===== src/rtl/rr_stream_arbiter_if.sv =====
// Stream bundle for rr_stream_arbiter: NUM_REQ valid/ready request streams in, one id-tagged stream out.
interface rr_stream_arbiter_if #(
  parameter int NUM_REQ = 4,
  parameter int WIDTH   = 32
);
  localparam int IDW = $clog2(NUM_REQ);

  // Handshake: a beat moves on a rising clk edge where valid and ready are both 1. The source holds
  // valid/data/last stable until that edge; ready may depend on valid, valid never depends on ready.
  logic [NUM_REQ-1:0]       req_valid;
  logic [NUM_REQ-1:0]       req_ready;
  logic [NUM_REQ*WIDTH-1:0] req_data;
  logic [NUM_REQ-1:0]       req_last;
  logic                     out_valid;
  logic                     out_ready;
  logic [WIDTH-1:0]         out_data;
  logic                     out_last;
  logic [IDW-1:0]           out_id;

  // master: the environment around the arbiter (requesters plus consumer)
  modport master (
    output req_valid, req_data, req_last, out_ready,
    input  req_ready, out_valid, out_data, out_last, out_id
  );

  // slave: the arbiter itself
  modport slave (
    input  req_valid, req_data, req_last, out_ready,
    output req_ready, out_valid, out_data, out_last, out_id
  );
endinterface


===== src/rtl/rr_stream_arbiter.sv =====
// Round-robin arbiter feeding one registered valid/ready output stage; beats are tagged with the source id.
// Optional ARB_PKT_LOCK_EN: hold the grant on one requester from its first beat until its last beat.
module rr_stream_arbiter #(
  parameter  int NUM_REQ = 4,
  parameter  int WIDTH   = 32,
  localparam int IDW     = $clog2(NUM_REQ)
) (
  input  logic            clk,
  input  logic            rst_n,
  rr_stream_arbiter_if.slave bus,
  output logic [IDW-1:0]  dbg_ptr,
  output logic            dbg_locked
);

  localparam int SW = IDW + 1;

  logic [IDW-1:0]   ptr_q;
  logic             out_valid_q;
  logic [WIDTH-1:0] out_data_q;
  logic             out_last_q;
  logic [IDW-1:0]   out_id_q;

  logic             stage_ready;
  logic             rr_found;
  logic [IDW-1:0]   rr_idx;
  logic [SW-1:0]    scan_idx;
  logic             grant_found;
  logic [IDW-1:0]   grant_idx;
  logic             xfer;
  logic [IDW-1:0]   ptr_next;
  logic [NUM_REQ-1:0] req_ready_c;
  logic [WIDTH-1:0] sel_data;
  logic             sel_last;

  // The register can take a new beat when empty or when its current beat leaves this cycle.
  assign stage_ready = ~out_valid_q | bus.out_ready;

  // First valid requester scanning ptr, ptr+1, ... with wrap at NUM_REQ.
  always_comb begin
    rr_found = 1'b0;
    rr_idx   = '0;
    scan_idx = '0;
    for (int k = 0; k < NUM_REQ; k++) begin
      scan_idx = {1'b0, ptr_q} + SW'(k);
      if (scan_idx >= SW'(NUM_REQ)) begin
        scan_idx = scan_idx - SW'(NUM_REQ);
      end
      if (!rr_found && bus.req_valid[scan_idx[IDW-1:0]]) begin
        rr_found = 1'b1;
        rr_idx   = scan_idx[IDW-1:0];
      end
    end
  end

`ifdef ARB_PKT_LOCK_EN
  typedef enum logic [0:0] {
    LK_OPEN   = 1'b0,
    LK_LOCKED = 1'b1
  } lock_state_e;

  lock_state_e    lock_state_q, lock_state_d;
  logic [IDW-1:0] lock_id_q, lock_id_d;

  always_ff @(posedge clk or negedge rst_n) begin
    if (!rst_n) begin
      lock_state_q <= LK_OPEN;
      lock_id_q    <= '0;
    end else begin
      lock_state_q <= lock_state_d;
      lock_id_q    <= lock_id_d;
    end
  end

  // While locked only the packet owner competes; others wait even if the owner goes idle.
  always_comb begin
    grant_found = rr_found;
    grant_idx   = rr_idx;
    if (lock_state_q == LK_LOCKED) begin
      grant_found = bus.req_valid[lock_id_q];
      grant_idx   = lock_id_q;
    end
  end

  always_comb begin
    lock_state_d = lock_state_q;
    lock_id_d    = lock_id_q;
    case (lock_state_q)
      LK_OPEN: begin
        if (xfer && !sel_last) begin
          lock_state_d = LK_LOCKED;
          lock_id_d    = grant_idx;
        end
      end
      LK_LOCKED: begin
        if (xfer && sel_last) begin
          lock_state_d = LK_OPEN;
        end
      end
      default: lock_state_d = LK_OPEN;
    endcase
  end

  assign dbg_locked = (lock_state_q == LK_LOCKED);
`else
  assign grant_found = rr_found;
  assign grant_idx   = rr_idx;
  assign dbg_locked  = 1'b0;
`endif

  // Ready is forced low in reset so no requester sees a phantom acceptance.
  assign xfer = rst_n & grant_found & stage_ready;

  always_comb begin
    req_ready_c = '0;
    if (xfer) begin
      req_ready_c[grant_idx] = 1'b1;
    end
  end

  assign sel_data = bus.req_data[grant_idx*WIDTH +: WIDTH];
  assign sel_last = bus.req_last[grant_idx];
  assign ptr_next = (grant_idx == IDW'(NUM_REQ - 1)) ? '0 : grant_idx + 1'b1;

  always_ff @(posedge clk or negedge rst_n) begin
    if (!rst_n) begin
      ptr_q       <= '0;
      out_valid_q <= 1'b0;
      out_data_q  <= '0;
      out_last_q  <= 1'b0;
      out_id_q    <= '0;
    end else if (xfer) begin
      ptr_q       <= ptr_next;
      out_valid_q <= 1'b1;
      out_data_q  <= sel_data;
      out_last_q  <= sel_last;
      out_id_q    <= grant_idx;
    end else if (stage_ready) begin
      // Payload fields keep their old value; only valid drops.
      out_valid_q <= 1'b0;
    end
  end

  assign bus.req_ready = req_ready_c;
  assign bus.out_valid = out_valid_q;
  assign bus.out_data  = out_data_q;
  assign bus.out_last  = out_last_q;
  assign bus.out_id    = out_id_q;
  assign dbg_ptr       = ptr_q;

endmodule


===== src/flat_wrapper.sv =====
// flat-port wrapper written by rule: the top's interface ports become plain ports
module rr_stream_arbiter_flat 
#(
  parameter  int NUM_REQ = 4,
  parameter  int WIDTH   = 32,
  localparam int IDW     = $clog2(NUM_REQ)
)
  (clk, rst_n, dbg_ptr, dbg_locked, bus_req_valid, bus_req_data, bus_req_last, bus_out_ready, bus_req_ready, bus_out_valid, bus_out_data, bus_out_last, bus_out_id);
  rr_stream_arbiter_if #(.NUM_REQ(NUM_REQ), .WIDTH(WIDTH)) bus_i ();
  input  logic clk;
  input  logic rst_n;
  output logic [IDW-1:0] dbg_ptr;
  output logic dbg_locked;
  input wire logic [$bits(bus_i.req_valid)-1:0] bus_req_valid;
  input wire logic [$bits(bus_i.req_data)-1:0] bus_req_data;
  input wire logic [$bits(bus_i.req_last)-1:0] bus_req_last;
  input wire logic [$bits(bus_i.out_ready)-1:0] bus_out_ready;
  output wire logic [$bits(bus_i.req_ready)-1:0] bus_req_ready;
  output wire logic [$bits(bus_i.out_valid)-1:0] bus_out_valid;
  output wire logic [$bits(bus_i.out_data)-1:0] bus_out_data;
  output wire logic [$bits(bus_i.out_last)-1:0] bus_out_last;
  output wire logic [$bits(bus_i.out_id)-1:0] bus_out_id;
  assign bus_i.req_valid = bus_req_valid;
  assign bus_i.req_data = bus_req_data;
  assign bus_i.req_last = bus_req_last;
  assign bus_i.out_ready = bus_out_ready;
  assign bus_req_ready = bus_i.req_ready;
  assign bus_out_valid = bus_i.out_valid;
  assign bus_out_data = bus_i.out_data;
  assign bus_out_last = bus_i.out_last;
  assign bus_out_id = bus_i.out_id;
  rr_stream_arbiter #(.NUM_REQ(NUM_REQ), .WIDTH(WIDTH)) u_core (.clk(clk), .rst_n(rst_n), .bus(bus_i), .dbg_ptr(dbg_ptr), .dbg_locked(dbg_locked));
endmodule

===== config.mk =====
export PLATFORM = sky130hd
export DESIGN_NAME = rr_stream_arbiter_flat
export DESIGN_NICKNAME = d
export VERILOG_FILES = /design/src/rtl/rr_stream_arbiter_if.sv /design/src/rtl/rr_stream_arbiter.sv /design/src/flat_wrapper.sv
export SDC_FILE = /design/constraint.sdc
export NUM_CORES = 1
export LEC_CHECK = 0
export CAP_MARGIN = 20
export CORE_MARGIN = 4
export CORE_UTILIZATION = 37
export DETAILED_ROUTE_END_ITERATION = 7
export PLACE_DENSITY = 0.91
export SYNTH_ARGS = -nofsm -noshare
export SYNTH_HDL_FRONTEND = slang
export SYNTH_SLANG_ARGS = --single-unit

===== constraint.sdc =====
create_clock -name clk -period 2.85 [get_ports clk]
set_clock_uncertainty 0.1 [all_clocks]
set_input_delay 0.57 -clock clk [delete_from_list [all_inputs] [get_ports clk]]
set_output_delay 0.57 -clock clk [all_outputs]
set_load 0.005 [all_outputs]

==> results.yml, run 1 <==
finish:
  layoutNonFillerInstCount: 585
  insertedDiodeCount: 0
  final_cell_area_um2: 4450
  final_layout_size_suffix_gt1_share_pct: 6.69
  nets: 646
  syn2layout_area_growth_pct: 82.5
synthesis:
  synth_compound_area_share_pct: 28.8
  ys_types: 27
  yosysWarnings: 0
  ys_ff_latch: 38
  syn_area_um2: 2440
  synthArstFlopShare_pct: 100
  synth_nets: 469
  synth_fa_ha_area_share_pct: 0
  synth-simple-area-share_pct: 24.5
  synth_seq_area_share_pct: 39.0
  synth_cells: 330
  synth_top_family_by_area: "compound AO/OA/AOI/OAI gates"
  synth.area.mux_share_pct: 0.462
  syn_avg_cell_area_um2: 7.38
  synth_edf_count: 0
  synth-xor-area-share_pct: 0.360
  synthFlopType: "dfrtp_1"
clock_tree:
  insertion_delay_ns: 0.28
  cts.path.max_buffers: 2
  cts_made_buffers: 5
  clkSinkCount: 38
  tritoncts: "yes"
  htree_num_levels: 2
  postCtsSetupBuffers: 0
  postCtsHoldBufs: 0
  cts-root-buf: "clkbuf_8"
  clkTransAtPathRegs_ns: 0.07
outcome:
  violations: "setup timing"
  outcome: "finished with violations"
placed_design:
  dpl.hpwl_um: 6700
  place_ws_ns: -0.263
  placed_cells: 577
  placed_area_um2: 4320
  gp_congestion: 0.876
  port-buffer-count: 180
global_route:
  met1_usage_pct: 24.0
  gr-usage-met2_pct: 39.8
  busiest_layer: "met2"
  overflow: 0
  grt_pass1_vias: 2891
  antenna_found_initial: 0
  grt_first_pass_wirelength_um: 13300
  grt_use_total_pct: 21.4
  grt_max_degree: 67
  met3_usage_pct: 5.71
route:
  antenna_left: 0
  vias_per_cell: 5.11
  wirelength_um: 9140
  wl_per_cell_um: 15.6
  vias: 2990
  drc: 0
  drtIter0Drc: 92
  firstDrtPassIters: 4
sta:
  fin_crit_sh_pct: 101
  timing.fmax_mhz: 349
  layout_setup_ws_ns: -0.0188
  slew_headroom_pct: 55.7
  period_needed_ns: 2.87
  grt_setup_unrepaired: "true"
  setup_viol: 1
  hold_viol: 0
  drv_slew: 0
  tightest_slew_ns: 0.665
  holdWs_ns: 0.282
job:
  max_cap_violations: 0
floorplanning:
  dieArea_um2: 7950
  die_y_um: 89.1
  rows: 29
  fp.coreArea_um2: 6390
  die_w_um: 89.1
  floorplan.initialDensity_pct: 38.1
  io_pins: 182
power:
  powerDensity_nw_per_um2: 630
  power.leakage_uw: 0.00207
  ir_drop_mv: 0.330
  power_uw: 2800
critical_path:
  crit_required_ns: 2.18
  start_kind: "input port"
  reg2reg_slack_ns: 0.47
  cpPeakStageDelay_ns: 0.51
  arrival_ns: 2.20
  crit_path_end_kind: "output pin"
  slowest_stage: "clkdlybuf4s50_1"
  path_class: "in2out"
  path_cells: "dlygate4sd2_1 -> nor2b_1 -> a221o_1 -> and2_1 -> nor2_2 -> clkdlybuf4s50_1"
  worstPathMaxFanout: 4
hold_path:
  hp-class: "in2async"
[critical path, delay by kind of cell]
kind            cells  cell delay, ns
simple gates        3            0.48
compound gates      1            0.34
buf+inv             2            0.80
[sequential cells by signal, indices dropped and copies added (netlist names)]
register / flops
u_core.bus.out_id: 2
u_core.bus.out_valid: 1
u_core.dbg_ptr: 2
u_core.bus.out_last: 1
u_core.bus.out_data: 32
[layer usage]
metal | up-vias | routed length, µm | share of wire (%)
met5 | - | 0 | 0
met4 | 0 | 103 | 1.1
met1 | 1384 | 3420 | 37
met2 | 127 | 4700 | 51
li1 | 1469 | - | -
met3 | 10 | 916 | 10
[cell type report]
class | count | area (µm²)
flip-flops and latches | 38 | 951
clock buffers | 5 | 68.8
fillers | 542 | 1940
multi-input cells | 263 | 1360
clock inverters | 3 | 40.0
inverters | 2 | 7.51
well taps | 77 | 96.3
repair buffers | 197 | 1920
[through the flow]
stage	TNS (ns)	utilization, %
final	-0.0188	69.6
after global routing	-0.0505	69.6
after CTS	0	69.4
after detailed placement	-1.51	67.6
after global placement	-0.517	67.6
after floorplan	0	-
[report_power, final]
| group | internal, µW | switching (µW) | leakage, µW | total [µW] |
|---|---|---|---|---|
| logic | 848 | 623 | 0.00155 | 1470 |
| clock network | 258 | 191 | 0.0000579 | 448 |
| registers | 748 | 133 | 0.000471 | 881 |
[path summary, 6_finish.rpt]
path                                    startpoint                      end  cells after the start
min in group clk           u_core.bus.out_data[26]  u_core.bus.out_data[26]                      1
max                               bus_req_valid[2]         bus_req_ready[1]                      6
min reg2reg                u_core.bus.out_data[26]  u_core.bus.out_data[26]                      1
max reg2reg                      u_core.dbg_ptr[1]  u_core.bus.out_data[12]                      7
max in group asynchronous                    rst_n  u_core.bus.out_data[19]                      2
min                                          rst_n   u_core.bus.out_data[2]                      2
[Yosys cell counts, types with 2 or more instances]
library cell / instances / area, µm²
buf_1: 2 / 7.51
dfrtp_1: 38 / 951
inv_1: 2 / 7.51
clkbuf_1: 5 / 18.8
buf_2: 11 / 55.1
nor2b_1: 3 / 18.8
nand2_1: 139 / 522
a21oi_1: 67 / 335
nor2_1: 5 / 18.8
a211o_1: 33 / 289
buf_4: 7 / 52.6
buf_6: 2 / 22.5
nand2b_1: 2 / 12.5
[cell usage in the layout, fill, tap and decap left out, drive strengths merged]
cell           instances
nand2b                 2
nand2                139
or3b                   1
clkdlybuf4s15          1
o21a                   1
mux2                   1
clkbuf                 5
and2                   1
o21bai                 1
a21boi                 1
dfrtp                 38
xnor2                  1
a221o                  1
buf                   18
clkdlybuf4s50        174
o41ai                  1
bufinv                 1
conb                   1
o221a                  1
dlygate4sd2            4
nor2                   5
a21o                   1
a211o                 33
o221ai                 1
a21oi                 67
nor2b                  3
inv                    2
nand3                  1
clkinv                 2
[cells by family after synthesis]
| family | after synthesis |
|---|---|
| buf+inv | 29 |
| flops | 38 |
| simple gates | 152 |
| compound gates | 108 |
| other cells | 1 |
| mux | 1 |
| xor+xnor | 1 |
[repair_timing]
item / in CTS / in global routing
pin swaps: 1 / 0
setup endpoints to repair: 4 / 3
resized for setup: 8 / 4
(Power assumes the default switching activity.)
==> inputs of run 2 (changes only) <==
CORE_ASPECT_RATIO = 1.1   (was default)
CORE_UTILIZATION = 30   (was 37)
PLACE_DENSITY = 0.76   (was 0.91)
clock period = 3.1 ns   (was 2.85 ns; I/O delays follow)
==> results.yml, run 2 (synthesized netlist as in run 1, its figures left out) <==
floorplanning:
  floorplan.initialDensity_pct: 30.8
  fp.coreArea_um2: 7910
  die_y_um: 103
  dieArea_um2: 9630
  rows: 34
  io_pins: 182
  die_w_um: 93.9
sta:
  slew_headroom_pct: 55.8
  drv_slew: 0
  holdWs_ns: 0.315
  layout_setup_ws_ns: 0.108
  tightest_slew_ns: 0.663
  timing.fmax_mhz: 334
  fin_crit_sh_pct: 96.5
  hold_viol: 0
  setup_viol: 0
  grt_setup_unrepaired: "false"
  period_needed_ns: 2.99
placed_design:
  port-buffer-count: 180
  dpl.hpwl_um: 6730
  gp_congestion: 0.846
  place_ws_ns: -0.110
global_route:
  grt_max_degree: 67
  grt_first_pass_wirelength_um: 14100
  grt_pass1_vias: 3011
  grt_use_total_pct: 18.1
  overflow: 0
  antenna_found_initial: 0
clock_tree:
  insertion_delay_ns: 0.28
  clkTransAtPathRegs_ns: 0.07
  cts.path.max_buffers: 2
  tritoncts: "yes"
  postCtsHoldBufs: 0
  postCtsSetupBuffers: 0
  cts-root-buf: "clkbuf_8"
  cts_made_buffers: 5
  clkSinkCount: 38
  htree_num_levels: 2
route:
  vias: 3005
  wl_per_cell_um: 14.7
  drtIter0Drc: 103
  wirelength_um: 9030
  drc: 0
  vias_per_cell: 4.89
  firstDrtPassIters: 5
  antenna_left: 0
critical_path:
  arrival_ns: 2.27
  path_class: "in2out"
  crit_required_ns: 2.38
  worstPathMaxFanout: 7
  worst-r2r-cell-count: 7
  crit_path_end_kind: "output pin"
  start_kind: "input port"
power:
  intPower_uw: 1620
  power.leakage_uw: 0.00204
  comb_power_share_pct: 54.6
  power_frac_seq_pct: 32.7
  p_sw_share_pct: 34.2
  ir_drop_mv: 0.200
  power.switching_uw: 843
  powerDensity_nw_per_um2: 557
  p_clk_share_pct: 12.7
finish:
  largest_reg_flops: 32
  fillers: 746
  mostFrequentLayoutCell: "clkdlybuf4s50_1"
  final_cell_mix: "clkdlybuf4s50_1, nand2_1, a21oi_1"
  final_layout_size_suffix_gt1_share_pct: 5.73
  insertedDiodeCount: 0
  nets: 645
  syn2layout_area_growth_pct: 81.7
outcome:
  outcome: "complete, no violations"
job:
  max_cap_violations: 0
hold_path:
  hp-class: "in2async"
-- run 2: final timing paths --
| path | from | endpoint | slack (ns) |
|---|---|---|---|
| hold reg to reg | u_core.bus.out_id[1] | u_core.bus.out_id[1] | 0.39 |
| setup reg to reg | u_core.dbg_ptr[1] | u_core.bus.out_data[7] | 0.75 |
| min in group clk | u_core.bus.out_id[1] | u_core.bus.out_id[1] | 0.39 |
| setup / recovery | bus_req_valid[3] | bus_req_ready[1] | 0.11 |
| max in group asynchronous | rst_n | u_core.bus.out_data[17] | 2.23 |
| hold / removal | rst_n | u_core.bus.out_data[2] | 0.32 |
-- run 2: power groups by stage --
stage,registers [µW],clock network (µW),logic [µW]
final,807,313,1350
after detailed placement,814,0,1360
after global placement,806,0,1340
after floorplan,821,0,592
after global routing,836,352,1480
after CTS,808,333,1370
-- run 2: final cells by class --
cell class / instances / area (µm²) / share of cell area (%)
multi-input cells: 263 / 1350 / 30.4
inverters: 2 / 7.51 / 0.170
well taps: 108 / 135 / 3.05
repair buffers: 196 / 1910 / 43.2
clock buffers: 7 / 76.3 / 1.72
flip-flops and latches: 38 / 951 / 21.5
-- run 2: worst max-delay path, cell delays in order --
cell and delay [ns]:
clkdlybuf4s50_1 0.53, buf_4 0.15, o221a_2 0.27, nand2_1 0.09, nor2_1 0.09, clkdlybuf4s50_1 0.52
-- run 2: per-stage QoR --
stage | cell area, µm² | utilization, % | power (µW) | instances | TNS [ns]
2_1_floorplan | 2440 | - | 1410 | 330 | 0
6_report | 4430 | 55.9 | 2470 | 614 | 0
4_1_cts | 4420 | 55.9 | 2510 | 614 | 0
5_1_grt | 4430 | 55.9 | 2670 | 614 | 0
3_5_place_dp | 4350 | 55.0 | 2180 | 607 | -0.148
3_3_place_gp | 4350 | 55.0 | 2150 | 607 | -0.103
-- run 2: timing repair --
item / in CTS / in global routing
pin swaps: 1 / 0
gates resized for setup: 6 / 1
endpoints found under the setup margin: 2 / 1
-- run 2: metal layers --
| layer | track usage, % | wire [µm] | up-vias |
|---|---|---|---|
| met3 | 4.82 | 816 | 10 |
| met4 | 5.11 | 110 | 0 |
| li1 | - | - | 1466 |
| met1 | 20.7 | 3520 | 1402 |
| met2 | 33.3 | 4580 | 127 |
| met5 | 0 | 0 | - |
==> inputs of run 3 (changes only) <==
HOLD_SLACK_MARGIN = 0.12   (was default)
MAX_ROUTING_LAYER = met4   (was default)
==> results.yml, run 3 (synthesized netlist as in run 1, its figures left out) <==
outcome:
  outcome: "complete, no violations"
critical_path:
  path_cells: "clkdlybuf4s50_1 -> buf_4 -> o221a_2 -> nand2_1 -> nor2_1 -> clkdlybuf4s50_1"
  path_class: "in2out"
  worst-r2r-cell-count: 7
  path_delay_family: "buffers and inverters"
  cpPeakStageDelay_ns: 0.53
  cp_num_buf_inv: 3
  worstPathMaxFanout: 7
  crit_top_cell: "clkdlybuf4s50_1"
  reg2reg_from: "u_core.dbg_ptr[1]"
  start_kind: "input port"
  reg2reg_to: "u_core.bus.out_data[7]"
  crit_required_ns: 2.38
  crit_path_end_kind: "output pin"
  arrival_ns: 2.27
  reg2reg_slack_ns: 0.76
  slowest_stage: "clkdlybuf4s50_1"
floorplanning:
  die_y_um: 103
  dieArea_um2: 9630
  die_w_um: 93.9
  rows: 34
  io_pins: 182
  fp.coreArea_um2: 7910
  floorplan.initialDensity_pct: 30.8
route:
  firstDrtPassIters: 4
  antenna_left: 0
  wirelength_um: 9020
  drtIter0Drc: 130
  drc: 0
  vias: 3018
  vias_per_cell: 4.92
  wl_per_cell_um: 14.7
clock_tree:
  clkTransAtPathRegs_ns: 0.07
  clkSinkCount: 38
  cts.path.max_buffers: 2
  htree_num_levels: 2
  cts_made_buffers: 5
  cts-root-buf: "clkbuf_8"
  postCtsSetupBuffers: 0
  tritoncts: "yes"
  insertion_delay_ns: 0.28
power:
  power.leakage_uw: 0.00204
  ir_drop_mv: 0.201
  power_uw: 2470
  powerDensity_nw_per_um2: 557
finish:
  final_layout_size_suffix_gt1_share_pct: 5.73
  insertedDiodeCount: 0
  nets: 645
  syn2layout_area_growth_pct: 81.7
  largest_reg_flops: 32
  mostFrequentLayoutCell: "clkdlybuf4s50_1"
  final_cell_mix: "clkdlybuf4s50_1, nand2_1, a21oi_1"
global_route:
  grt_pass1_vias: 3012
  antenna_found_initial: 0
  grt_first_pass_wirelength_um: 14000
  overflow: 0
  grt_max_degree: 67
  grt_use_total_pct: 18.7
sta:
  grt_setup_unrepaired: "false"
  period_needed_ns: 2.99
  timing.fmax_mhz: 334
  setup_viol: 0
  fin_crit_sh_pct: 96.5
  drv_slew: 0
  tightest_slew_ns: 0.658
  slew_headroom_pct: 56.1
  hold_viol: 0
  setup_tns_ns: 0
placed_design:
  dpl.hpwl_um: 6730
  gp_congestion: 0.859
  port-buffer-count: 180
job:
  max_cap_violations: 0
hold_path:
  hp-class: "in2async"
## run 3: worst max path at each step
stage,startpoint,to,slack [ns],cells past startpoint
3_3_place_gp,bus_req_valid[1],bus_req_ready[1],-0.07,6
3_5_place_dp,bus_req_valid[1],bus_req_ready[1],-0.11,6
2_1_floorplan,bus_req_valid[2],bus_req_ready[0],0.71,7
6_report,bus_req_valid[3],bus_req_ready[1],0.11,6
5_1_grt,bus_req_valid[3],bus_req_ready[3],0.02,6
4_1_cts,bus_req_valid[3],bus_req_ready[3],0.09,6
## run 3: what timing repair did
item	CTS	global route
pin swaps	1	0
gates resized for setup	6	1
endpoints found under the setup margin	2	1
hold buffers	0	0
## run 3: area by class of cell
cell class | count | area, µm²
Inverter | 2 | 7.51
Timing Repair Buffer | 196 | 1910
Clock buffer | 7 | 76.3
Multi-Input combinational cell | 263 | 1350
Sequential cell | 38 | 951
Fill cell | 746 | 3490
Tap cell | 108 | 135
## run 3: metal layers
layer	vias to the layer above	GRT usage, %	part of all wire [%]
met5	-	-	0
met4	0	5.11	1.2
met3	10	3.14	7.1
met2	123	33.3	51
met1	1419	21.8	41
li1	1466	-	-
## run 3: through the flow
stage	setup WS, ns	hold WS [ns]	cells	util, %	area [µm²]
after CTS	0.0857	0.341	614	55.9	4420
after global placement	-0.0668	0.362	607	55.0	4350
final	0.108	0.316	614	55.9	4430
after global routing	0.0204	0.365	614	55.9	4430
after detailed placement	-0.110	0.375	607	55.0	4350
after floorplan	0.706	0.224	330	-	2440
## run 3: power breakdown
part           internal, µW  switching (µW)
Sequential              688             119
Combinational           780             566
Clock                   155             159
